--- src/rtl/multdiv_pkg.sv ---
// Shared types and latencies for the mul/div writeback scoreboard.
package multdiv_pkg;

  localparam int unsigned MUL_LAT = 16;
  localparam int unsigned DIV_LAT = 32;
  localparam int unsigned NREG    = 32;
  localparam int unsigned RW      = 5;
  localparam int unsigned CNT_W   = $clog2(DIV_LAT);

  typedef enum logic [0:0] {
    D_IDLE = 1'b0,
    D_BUSY = 1'b1
  } div_state_e;

  typedef struct packed {
    logic          valid;
    logic [RW-1:0] rd;
  } inflight_t;

endpackage

--- src/rtl/md_inflight_pipe.sv ---
// Fixed-latency tracker for pipelined muls: one entry enters per cycle and
// emerges at the tail exactly MUL_LAT cycles after acceptance.
module md_inflight_pipe
  import multdiv_pkg::*;
(
  input  logic      clock,
  input  logic      reset,
  input  inflight_t push_i,
  output inflight_t tail_o,
  output logic      any_valid_o
);

  inflight_t [MUL_LAT-1:0] stages_q;
  inflight_t [MUL_LAT-1:0] stages_d;

  // Shift by one stage per cycle; new entry lands in stage 0.
  always_comb begin
    stages_d = {stages_q[MUL_LAT-2:0], push_i};
  end

  // Any entry still travelling, tail included.
  always_comb begin
    any_valid_o = 1'b0;
    for (int unsigned i = 0; i < MUL_LAT; i++) begin
      any_valid_o = any_valid_o | stages_q[i].valid;
    end
  end

  assign tail_o = stages_q[MUL_LAT-1];

  // Stage registers; reset kills every in-flight entry.
  always_ff @(posedge clock) begin
    if (reset) stages_q <= '0;
    else       stages_q <= stages_d;
  end

endmodule

--- src/rtl/multdiv_scoreboard.sv ---
// Issue/hazard scoreboard for a pipelined multiplier and an iterative divider
// sharing one regfile write port. Define MULTDIV_DIV_EN to build the divider;
// without it every div request is refused and only muls are tracked.
module multdiv_scoreboard
  import multdiv_pkg::*;
(
  input  logic          clock,
  input  logic          reset,
  input  logic          issue_valid,
  input  logic          issue_is_div,
  input  logic [RW-1:0] issue_rd,
  output logic          issue_ready,
  input  logic          src_valid,
  input  logic [RW-1:0] src1,
  input  logic [RW-1:0] src2,
  output logic          raw_stall,
  output logic          md_wb_valid,
  output logic [RW-1:0] md_wb_rd,
  output logic          hold_mw,
  output logic [NREG-1:0] pending,
  output logic          exc_pending
);

  logic [NREG-1:0] pending_q;
  logic [NREG-1:0] pending_d;
  inflight_t       mul_push;
  inflight_t       mul_tail;
  logic            mul_any;
  logic            div_busy;
  logic            div_wb;
  logic            div_coll;
  logic [RW-1:0]   div_rd;
  logic            div_ok;
  logic            waw;
  logic            accept;
  logic            mul_wb;
  logic            wb_any;
  logic [RW-1:0]   wb_rd;

  md_inflight_pipe u_mul_pipe (
    .clock       (clock),
    .reset       (reset),
    .push_i      (mul_push),
    .tail_o      (mul_tail),
    .any_valid_o (mul_any)
  );

`ifdef MULTDIV_DIV_EN
  div_state_e       state_q;
  div_state_e       state_d;
  logic [CNT_W-1:0] cnt_q;
  logic [CNT_W-1:0] cnt_d;
  logic [RW-1:0]    div_rd_q;
  logic [RW-1:0]    div_rd_d;

  // Divider FSM: load on accepted div, count down, write back at zero.
  always_comb begin
    state_d  = state_q;
    cnt_d    = cnt_q;
    div_rd_d = div_rd_q;
    unique case (state_q)
      D_IDLE: begin
        if (accept && issue_is_div) begin
          state_d  = D_BUSY;
          cnt_d    = CNT_W'(DIV_LAT - 1);
          div_rd_d = issue_rd;
        end
      end
      D_BUSY: begin
        if (cnt_q == '0) state_d = D_IDLE;
        else             cnt_d   = cnt_q - CNT_W'(1);
      end
      default: state_d = D_IDLE;
    endcase
  end

  // Divider state register.
  always_ff @(posedge clock) begin
    if (reset) begin
      state_q  <= D_IDLE;
      cnt_q    <= '0;
      div_rd_q <= '0;
    end else begin
      state_q  <= state_d;
      cnt_q    <= cnt_d;
      div_rd_q <= div_rd_d;
    end
  end

  assign div_busy = (state_q == D_BUSY);
  assign div_wb   = div_busy && (cnt_q == '0);
  // A mul issued now would land on the same cycle as the div result.
  assign div_coll = div_busy && (cnt_q == CNT_W'(MUL_LAT));
  assign div_rd   = div_rd_q;
  assign div_ok   = !div_busy && !mul_any;
`else
  assign div_busy = 1'b0;
  assign div_wb   = 1'b0;
  assign div_coll = 1'b0;
  assign div_rd   = '0;
  assign div_ok   = 1'b0;
`endif

  // Issue acceptance: WAW, divider occupancy and writeback-port collision.
  always_comb begin
    waw         = (issue_rd != '0) && pending_q[issue_rd];
    issue_ready = !reset && !waw && (issue_is_div ? div_ok : !div_coll);
    accept      = issue_valid && issue_ready;
    mul_push    = '0;
    if (accept && !issue_is_div) begin
      mul_push.valid = 1'b1;
      mul_push.rd    = issue_rd;
    end
  end

  // Writeback select; the issue rules guarantee mul and div never coincide.
  always_comb begin
    mul_wb      = mul_tail.valid && (mul_tail.rd != '0);
    wb_any      = mul_wb || (div_wb && (div_rd != '0));
    wb_rd       = mul_wb ? mul_tail.rd : div_rd;
    md_wb_valid = !reset && wb_any;
    md_wb_rd    = md_wb_valid ? wb_rd : '0;
    hold_mw     = md_wb_valid;
  end

  // Pending bits: set on accept, clear on writeback, r0 never tracked.
  always_comb begin
    pending_d = pending_q;
    if (accept && (issue_rd != '0)) pending_d[issue_rd] = 1'b1;
    if (wb_any)                     pending_d[wb_rd]    = 1'b0;
    pending_d[0] = 1'b0;
  end

  // Pending register.
  always_ff @(posedge clock) begin
    if (reset) pending_q <= '0;
    else       pending_q <= pending_d;
  end

  // Hazard and status outputs, all forced quiet while reset is held.
  always_comb begin
    pending     = reset ? '0 : pending_q;
    raw_stall   = !reset && src_valid &&
                  (((src1 != '0) && pending_q[src1]) ||
                   ((src2 != '0) && pending_q[src2]));
    exc_pending = !reset && ((|pending_q) || mul_any || div_busy);
  end

endmodule

--- config.mk ---
export PLATFORM = sky130hd
export DESIGN_NAME = multdiv_scoreboard
export DESIGN_NICKNAME = d
export VERILOG_FILES = /design/src/rtl/multdiv_pkg.sv /design/src/rtl/md_inflight_pipe.sv /design/src/rtl/multdiv_scoreboard.sv
export SDC_FILE = /design/constraint.sdc
export NUM_CORES = 1
export LEC_CHECK = 0
export CAP_MARGIN = 20
export CORE_MARGIN = 8
export CORE_UTILIZATION = 50
export DETAILED_ROUTE_END_ITERATION = 10
export GPL_TIMING_DRIVEN = 0
export PLACE_DENSITY = 0.85
export SETUP_SLACK_MARGIN = 0.3
export SYNTH_ARGS = -nofsm -noshare
export SYNTH_HDL_FRONTEND = slang
export SYNTH_HIERARCHICAL = 1
export SYNTH_SLANG_ARGS = --single-unit
--- constraint.sdc ---
create_clock -name clock -period 2.2 [get_ports clock]
set_input_delay 0.44 -clock clock [delete_from_list [all_inputs] [get_ports clock]]
set_output_delay 0.44 -clock clock [all_outputs]
set_load 0.01 [all_outputs]
==> impl_metrics.tcl <==
set metrics [dict create \
    outcome "complete, but fails checks" \
    violations "setup timing" \
    worst_slack_ns -0.344 \
    root_buffer "clkbuf_8" \
    cp.required_ns 1.76 \
    grt_setup_unrepaired "true" \
    hpwl_microns 10200 \
    max-vdd-ir-drop_mv 0.862 \
    crit_arrival_ns 2.10 \
    p_leak_nw 2.83 \
    final_antenna_net_count 0 \
    dr.first_iter.drc_count 533 \
    wl_per_cell_microns 19.3 \
    async_flop_share 0 \
    via_per_inst 5.83 \
    grt_pass1_vias 4655 \
    cap_violations 0 \
    drc_errors 0 \
    fp.dieH_microns 120 \
    postCtsHoldBufs 0 \
    layout-drive-gt1-share 0.309 \
    rows 38 \
    worst_pin_slew_ns 0.743 \
    io_pins 62 \
    die_w_microns 120 \
    die-area_sq_um 14500 \
    antenna_found_initial 0 \
    post-place-ws_ns -1.12 \
    path_class "reg -> out" \
    skew_ns 0.00517 \
    startpoint_type "flip-flop" \
    final-max-slew-violation-count 0 \
    setup_viol 3 \
    synth_edf_count 0 \
    clock_path_buffers 2 \
    fmax_mhz 393 \
    n_fill_cell 788 \
    nets 653 \
    end_kind "primary output" \
    io_buffers 53 \
    grt_max_degree 17 \
    worstPathMaxFanout 6 \
    synth_warnings 6 \
    max-slew-margin-rel 0.503 \
    synth_seq_area_share 0.467 \
    grt_use_total 0.208 \
    clkTransAtPathRegs_ns 0.05 \
    power_mw 5.44 \
    tns_ns -1.01 \
    syn_inst 547 \
    grt.overflow.total 0 \
    p_per_area_nw_per_um2 742 \
    hold_viol_final 0 \
    place_congestion 0.900 \
    syn-cell-area_sq_um 5450 \
    layout_min_cycle_time_ns 2.54 \
    hold_path_class "in -> reg" \
    h-tree-depth 4 \
    ys_types 55 \
    firstDrtPassIters 6 \
    cts_tree "yes" \
    areaGrowthSynthToFinish_pct 34.6 \
    clk_latency_ns 0.51 \
    avgSynthCellArea_sq_um 9.96 \
    cts-buffers-inserted 17 \
    wirelength_microns 15100 \
    cts_sinks 127 \
    synth_ff_type "dfxtp_1" \
    synth-seq-cells 127 \
    coreArea_sq_um 10700 \
    syn_nets 567 \
    grt_pass1_wl_microns 23900 \
    route.vias.total 4585 \
    fin_crit_sh 1.16 \
    initial_core_util 0.507 \
]
-- final timing paths --
kind	depth (start not counted)	to	slack, ns	from
setup / recovery	6	raw_stall	-0.34	pending_q[5]
hold / removal	3	pending_q[5]	0.40	reset
setup reg to reg	9	u_mul_pipe/stages_d[9]	0.05	pending_q[7]
hold reg to reg	1	u_mul_pipe/stages_d[50]	0.44	u_mul_pipe/stages_d[44]
-- flip-flops by register name (all words and copies together) (netlist names) --
| name | cells |
|---|---|
| u_mul_pipe/stages_d | 90 |
| u_mul_pipe/tail_o | 6 |
| pending_q | 31 |
-- kinds of logic after synthesis --
kind of cell           synth area share
AO/OA/AOI/OAI                     0.114
other                          0.000688
buffers and inverters            0.0464
AND/OR/NAND/NOR                   0.290
multiplexers                     0.0817
flip-flops                        0.467
-- critical path: stages, from the launching register on --
cell,delay (ns)
dfxtp_2,0.40
mux4_2,0.26
inv_1,0.05
a2111oi_1,0.42
nor2_1,0.12
a41oi_2,0.20
buf_2,0.15
-- routing by layer --
layer,routed length (microns),GRT usage
met5,0,0
met4,513,0.111
met3,1390,0.0634
met1,5990,0.242
met2,7260,0.338
-- cells in the mapped netlist (3+ instances only) --
cell type  number  area share
buf_2          10      0.0092
nor4_1         17       0.020
o21a_1          4      0.0055
nand2_1        11      0.0076
buf_4           3      0.0041
nor2_1         41       0.028
nand2b_1        7      0.0080
mux2_1          6       0.012
a31oi_1        14       0.016
and3_1          8      0.0092
mux2i_1         4      0.0073
mux2_2          4      0.0083
a21oi_1         9      0.0083
nand3b_1        4      0.0055
nand3_1         3      0.0028
nor3_1         12       0.011
nor2b_1       134        0.15
inv_1           9      0.0062
mux4_2         13       0.054
buf_6           6       0.012
nor3b_1         3      0.0041
dfxtp_1       127        0.47
clkbuf_1       19       0.013
a211oi_1       25       0.034
and2_1         11       0.013
a2111oi_2       6       0.017
nand4_1         3      0.0034
-- layout make-up --
class	instances	area [sq um]	share of cell area
timing repair buffer	67	612	0.0834
multi-input combinational	371	2980	0.406
inverter	9	33.8	0.00460
buffer	40	329	0.0448
tap	140	175	0.0239
clock inverter	9	133	0.0181
sequential	127	2600	0.354
clock buffer	22	473	0.0645
antenna	1	2.50	0.000341
-- cell usage in the layout, fill, tap and decap left out, types with 9 or more instances in the layout --
cell type,n
nor2b_1,126
dfxtp_1,93
nor2_1,38
dlygate4sd2_1,30
dfxtp_2,29
a211oi_1,25
buf_6,23
clkbuf_16,17
buf_4,14
a31oi_1,14
mux4_2,13
nor3_1,11
nand2_1,10
nor4_1,10
inv_1,9
buf_2,9
a21oi_1,9
-- what timing repair did --
action | 4_1_cts | 5_1_grt
endpoints found under the setup margin | 67 | 41
buffers inserted | 9 | 5
pin swaps | 15 | 9
resized for setup | 185 | 43
-- stage by stage --
step           area [sq um]   util  instances  hold slack [ns]
2_1_floorplan          5520      -        547            0.414
3_3_place_gp           6230  0.579        740            0.415
3_5_place_dp           6230  0.579        740            0.425
4_1_cts                7110  0.662        780            0.387
5_1_grt                7330  0.683        785            0.405
6_report               7340  0.683        786            0.405
-- where the power goes --
group          internal (mW)  leakage (nW)  switching (mW)  total [mW]
Clock                   1.84         0.293           0.967        2.81
Sequential              2.30          1.04         0.00645        2.31
Combinational          0.135          1.50           0.194       0.329
Total                   4.28          2.83            1.17        5.44
Note: power is estimated with default switching activity, not from simulation.
